===== config.mk =====
export PLATFORM = sky130hd
export DESIGN_NAME = frogger_round_controller
export DESIGN_NICKNAME = d
export VERILOG_FILES = /design/src/rtl/frogger_round_controller.sv
export SDC_FILE = /design/constraint.sdc
export NUM_CORES = 1
export LEC_CHECK = 0
export CORE_AREA = 8 8 76 78
export CTS_CLUSTER_SIZE = 30
export DETAILED_ROUTE_END_ITERATION = 8
export DIE_AREA = 0 0 84 86
export PLACE_DENSITY_LB_ADDON = 0.12
export SKIP_LAST_GASP = 1
export SYNTH_ARGS = -nofsm -noshare
export SYNTH_HDL_FRONTEND = slang
export SYNTH_SLANG_ARGS = --single-unit

===== constraint.sdc =====
create_clock -name i_Clk -period 2.65 [get_ports i_Clk]
set_input_delay 0.795 -clock i_Clk [delete_from_list [all_inputs] [get_ports i_Clk]]
set_output_delay 0.795 -clock i_Clk [all_outputs]
set_load 0.03 [all_outputs]

===== src/rtl/frogger_round_controller.sv =====
// frogger_round_controller: round sequencer owning lives, score, death/respawn timing and game-over.
// Ports: i_Clk, i_Reset (sync, active-high), i_Start (start pulse), i_Frame_Tick (per-frame pulse),
//   i_Collided (frog/car overlap), i_Frogger_Y (frog row) -> o_State, o_Lives, o_Score,
//   o_Respawn (reload pulse), o_Freeze (movers hold), o_Game_Over (GAME_OVER or WIN).
// Optional FROGGER_INVULN_EN: post-respawn invulnerability lasting c_INVULN_FRAMES frame ticks.
module frogger_round_controller #(
  parameter int c_LIVES = 3,
  parameter int c_DEATH_FRAMES = 60,
  parameter int c_GOAL_Y = 0,
  parameter int c_WIN_SCORE = 5
`ifdef FROGGER_INVULN_EN
  , parameter int c_INVULN_FRAMES = 30
`endif
) (
  input  logic       i_Clk,
  input  logic       i_Reset,
  input  logic       i_Start,
  input  logic       i_Frame_Tick,
  input  logic       i_Collided,
  input  logic [5:0] i_Frogger_Y,
  output logic [2:0] o_State,
  output logic [1:0] o_Lives,
  output logic [7:0] o_Score,
  output logic       o_Respawn,
  output logic       o_Freeze,
  output logic       o_Game_Over
);
  typedef enum logic [2:0] {IDLE, RESPAWN, PLAYING, DYING, GAME_OVER, WIN} state_t;
  state_t state;
  logic [7:0] frame_cnt;
  logic [7:0] cnt_nxt;
  logic [7:0] score_nxt;
  logic guard;
  logic immune;
  assign o_State = state;
  assign cnt_nxt = frame_cnt + 8'd1;
  assign score_nxt = (o_Score == 8'hff) ? 8'hff : o_Score + 8'd1;
`ifdef FROGGER_INVULN_EN
  logic [7:0] inv_cnt;
  assign immune = guard || inv_cnt != 8'd0;
  // Stale value outside PLAYING is never consulted; it is zeroed there anyway.
  always_ff @(posedge i_Clk)
    if (i_Reset || (state != PLAYING && state != RESPAWN)) inv_cnt <= 8'd0;
    else if (state == RESPAWN) inv_cnt <= 8'(c_INVULN_FRAMES);
    else if (i_Frame_Tick && inv_cnt != 8'd0) inv_cnt <= inv_cnt - 8'd1;
`else
  assign immune = guard;
`endif
  always_ff @(posedge i_Clk) begin
    if (i_Reset) begin
      state       <= IDLE;
      o_Lives     <= 2'd0;
      o_Score     <= 8'd0;
      o_Respawn   <= 1'b0;
      o_Freeze    <= 1'b1;
      o_Game_Over <= 1'b0;
      frame_cnt   <= 8'd0;
      guard       <= 1'b0;
    end else begin
      o_Respawn <= 1'b0;
      case (state)
        IDLE, GAME_OVER, WIN: if (i_Start) begin
          state       <= RESPAWN;
          o_Lives     <= 2'(c_LIVES);
          o_Score     <= 8'd0;
          o_Respawn   <= 1'b1;
          o_Freeze    <= 1'b1;
          o_Game_Over <= 1'b0;
        end
        RESPAWN: begin
          state    <= PLAYING;
          o_Freeze <= 1'b0;
          guard    <= 1'b1;
        end
        PLAYING: begin
          guard <= 1'b0;
          // Collision has priority over reaching home in the same cycle.
          if (i_Collided && !immune) begin
            state     <= DYING;
            o_Freeze  <= 1'b1;
            o_Lives   <= (o_Lives == 2'd0) ? 2'd0 : o_Lives - 2'd1;
            frame_cnt <= 8'd0;
          end else if (i_Frogger_Y == 6'(c_GOAL_Y)) begin
            o_Score  <= score_nxt;
            o_Freeze <= 1'b1;
            if (score_nxt == 8'(c_WIN_SCORE)) begin
              state       <= WIN;
              o_Game_Over <= 1'b1;
            end else begin
              state     <= RESPAWN;
              o_Respawn <= 1'b1;
            end
          end
        end
        DYING: if (i_Frame_Tick) begin
          frame_cnt <= cnt_nxt;
          if (cnt_nxt == 8'(c_DEATH_FRAMES)) begin
            if (o_Lives == 2'd0) begin
              state       <= GAME_OVER;
              o_Game_Over <= 1'b1;
            end else begin
              state     <= RESPAWN;
              o_Respawn <= 1'b1;
            end
          end
        end
        default: begin
          state       <= IDLE;
          o_Freeze    <= 1'b1;
          o_Game_Over <= 1'b0;
        end
      endcase
    end
  end
endmodule


==> results of run 1 <==
## registers in the layout, indices dropped and copies added, names as in the netlist
| name | count |
|---|---|
| o_Respawn | 1 |
| o_Game_Over | 1 |
| guard | 1 |
| frame_cnt | 8 |
| o_Score | 8 |
| o_State | 3 |
| o_Lives | 2 |
| o_Freeze | 1 |
## Yosys cell counts, types with 2 or more instances
cell type  count  area share (%)
nand2_1       27             6.5
dfxtp_1       25              32
a21oi_1       21             6.7
nor2_1        20             4.8
o21ai_1       12             3.8
nand3_1       10             3.2
o21ai_0        8             2.5
clkbuf_1       7             1.7
nor2b_1        7             2.8
nor3_1         7             2.2
and3_1         6             2.4
nand2b_1       6             2.4
a41oi_1        3             1.7
ha_1           3             2.4
inv_1          3            0.72
a211oi_1       2            0.96
a311oi_1       2             1.1
a31oi_1        2            0.80
a32oi_1        2             1.1
buf_2          2            0.64
nand3b_1       2            0.96
nor4_1         2            0.80
## power by group
group	internal (mW)	switching [mW]
Sequential	0.422	0.0454
Clock	0.105	0.131
Combinational	0.258	0.362
## final cells by class
type | count | area [µm²]
inverters | 3 | 11.3
clock buffers | 3 | 41.3
multi-input cells | 172 | 1020
well taps | 54 | 67.6
repair buffers | 40 | 365
fillers | 475 | 2590
flip-flops and latches | 25 | 500
clock inverters | 1 | 5.00
## worst register-to-register path, cell delays in order (launching register included)
cell      delay (ps)
dfxtp_1          440
ha_1             230
and3_1           260
xnor2_1          120
a211oi_4         310
a32oi_1          200
o211a_1          250
## worst max-delay path by stage
stage | start | to | slack [ps] | cells after the start
3_3_place_gp | i_Frogger_Y[3] | o_State[1] | 90 | 7
3_5_place_dp | i_Frogger_Y[3] | o_State[1] | 70 | 7
6_report | o_State[2] | o_State[2] | 340 | 1
4_1_cts | o_State[2] | o_State[2] | 310 | 1
2_1_floorplan | i_Frogger_Y[3] | o_Score[7] | 580 | 4
5_1_grt | i_Frogger_Y[3] | o_State[1] | 230 | 7
## routing by layer
layer  global-route usage, %  share of wire [%]  vias to the layer above
li1                        -                  -                      832
met1                    14.8                 49                      755
met2                    18.9                 47                       27
met3                    3.13                4.0                        2
met4                    4.08               0.64                        0
met5                       0                  0                        -
## metrics by stage
step / setup WS [ps] / cells / hold WS, ps
after detailed placement: 74.0 / 294 / 482
after global routing: 234 / 298 / 523
after CTS: 311 / 298 / 496
after global placement: 92.0 / 294 / 475
after floorplan: 576 / 210 / 452
final: 340 / 298 / 492
## layout by cell type, fill, tap and decap left out, types with 2 or more instances in the layout
master and count:
nor4_1 2, clkdlybuf4s50_1 26, nand3b_1 2, a311oi_1 2, inv_1 3, nor3_1 7
nand2b_1 6, a21oi_1 21, dfxtp_1 25, nand2_1 27, nor2b_1 7, and3_1 6
clkbuf_8 3, nand3_1 10, a31oi_1 2, a41oi_1 3, nor2_1 20, buf_4 14
o21ai_0 8, ha_1 3, a32oi_1 2, o21ai_1 12, a211oi_1 2
## logic make-up after synthesis
| kind of cell | after synthesis |
|---|---|
| mux | 1 |
| xor+xnor | 2 |
| buf+inv | 13 |
| flops | 25 |
| compound gates | 66 |
| fa+ha+maj | 3 |
| simple gates | 100 |
==> results.sh, run 1 <==
export IMPL_status="complete, no violations"
export IMPL_r2r_start="frame_cnt[0]"
export IMPL_nets=259
export IMPL_synth_distinct_cells=53
export IMPL_clockBufferDepth=2
export IMPL_vias_per_cell=5.42
export IMPL_rr_worst_depth=6
export IMPL_tns_ps=0
export IMPL_synth_top_family_by_area="simple AND/OR/NAND/NOR gates"
export IMPL_ios=27
export IMPL_grt_overflow_total=0
export IMPL_clk_pin_slew_ps=100
export IMPL_synth_avg_cell_area_um2=7.48
export IMPL_cts_tree="built"
export IMPL_critPathKind="flop to primary output"
export IMPL_hold_viol=0
export IMPL_synth_edff_count=0
export IMPL_critical_path_slowest_cell="clkdlybuf4s50_1"
export IMPL_routabilityCongestion=0.837
export IMPL_r2r_end="o_State[1]"
export IMPL_die_w_um=84
export IMPL_grt_pass1_wl_um=7060
export IMPL_cp_data_arrival_time_ps=1520
export IMPL_crit_family="buffers and inverters"
export IMPL_max_vdd_ir_drop_uv=315
export IMPL_path_buf_inv=1
export IMPL_grt_pass1_vias=1451
export IMPL_ant_nets=0
export IMPL_synthArstFlopShare_pct=0
export IMPL_report_final_slew_viol_count=0
export IMPL_post_cts_buffers=0
export IMPL_grt_max_degree=23
export IMPL_drv_cap=0
export IMPL_die_height_um=86
export IMPL_max_slew_margin_rel_pct=69.1
export IMPL_hpwlAfterDp_um=3180
export IMPL_fin_crit_ps=2310
export IMPL_layout_drive_gt1_share_pct=11.5
export IMPL_die_area_um2=7220
export IMPL_min_delay_path_class="flop to flop"
export IMPL_placed_area_um2=1960
export IMPL_ys_warn_count=0
export IMPL_coreArea_um2=4600
export IMPL_synth_fa_ha_area_share_pct=2.39
export IMPL_ctsHtreeMaxLevel=1
export IMPL_routedWlPerCell_um=14.1
export IMPL_min_from="o_Score[1]"
export IMPL_startpoint_type="flop"
export IMPL_synth_mux_area_fraction_pct=0.637
export IMPL_final_util_pct=43.7
export IMPL_n_antenna_cell=0
export IMPL_min_to="o_Score[1]"
export IMPL_power_mw=1.32
export IMPL_path_cells="clkdlybuf4s50_1"
export IMPL_grt_antenna_before_repair=0
export IMPL_max_freq_ghz=0.433
export IMPL_portBuffers=26
export IMPL_synth_seq_area_share_pct=31.9
export IMPL_reg2reg_slack_ps=740
export IMPL_syn_to_final_growth_pct=28.0
export IMPL_vias=1616
export IMPL_clk_latency_ps=270
export IMPL_cts_repair_resized=0
export IMPL_worstPathMaxFanout=9
export IMPL_drt_total_wl_um=4220
export IMPL_cts_buffers=3
export IMPL_p_leak_nw=0.693
export IMPL_p_per_area_nw_per_um2=659
export IMPL_synth_compound_area_share_pct=27.6
export IMPL_setup_viol=0
export IMPL_worst_slew_pin_slew_ps=462
export IMPL_rows=25
export IMPL_gr_usage_all_layers_pct=11.8
export IMPL_drt_iter0_markers=147
export IMPL_synthXorXnorAreaFrac_pct=1.12
export IMPL_hold_depth=2
export IMPL_ys_ff_latch=25
export IMPL_synthCells=210
export IMPL_drc=0
export IMPL_root_buffer="clkbuf_8"
export IMPL_firstDrtPassIters=4
export IMPL_hold_buffers=0
export IMPL_grt_setup_unrepaired="false"
export IMPL_finClkSkew_ps=6.67
export IMPL_synthSimpleGateAreaFrac_pct=33.1
export IMPL_cts_sinks=25
export IMPL_synth_fp_nets=224
export IMPL_post_route_period_util_pct=87.2
export IMPL_critPathCaptureType="primary output"
export IMPL_ys_flop_type="dfxtp_1"
export IMPL_required_ps=1860
export IMPL_start_util_pct=34.1
export IMPL_syn_area_um2=1570
export IMPL_postLayoutCellArea_um2=2010
export IMPL_max_stage_delay_ps=730
No activity file was read; power rests on OpenSTA's default activity.
==> run 2: changes to the inputs <==
--- a/config.mk
+++ b/config.mk
@@ -5,6 +5,7 @@
 export SDC_FILE = /design/constraint.sdc
 export NUM_CORES = 1
 export LEC_CHECK = 0
+export CAP_MARGIN = 40
 export CORE_AREA = 8 8 76 78
 export CTS_CLUSTER_SIZE = 30
 export DETAILED_ROUTE_END_ITERATION = 8
==> results of run 2 <==
Same layout as run 1: the final DEF is identical, and so are final timing and power.
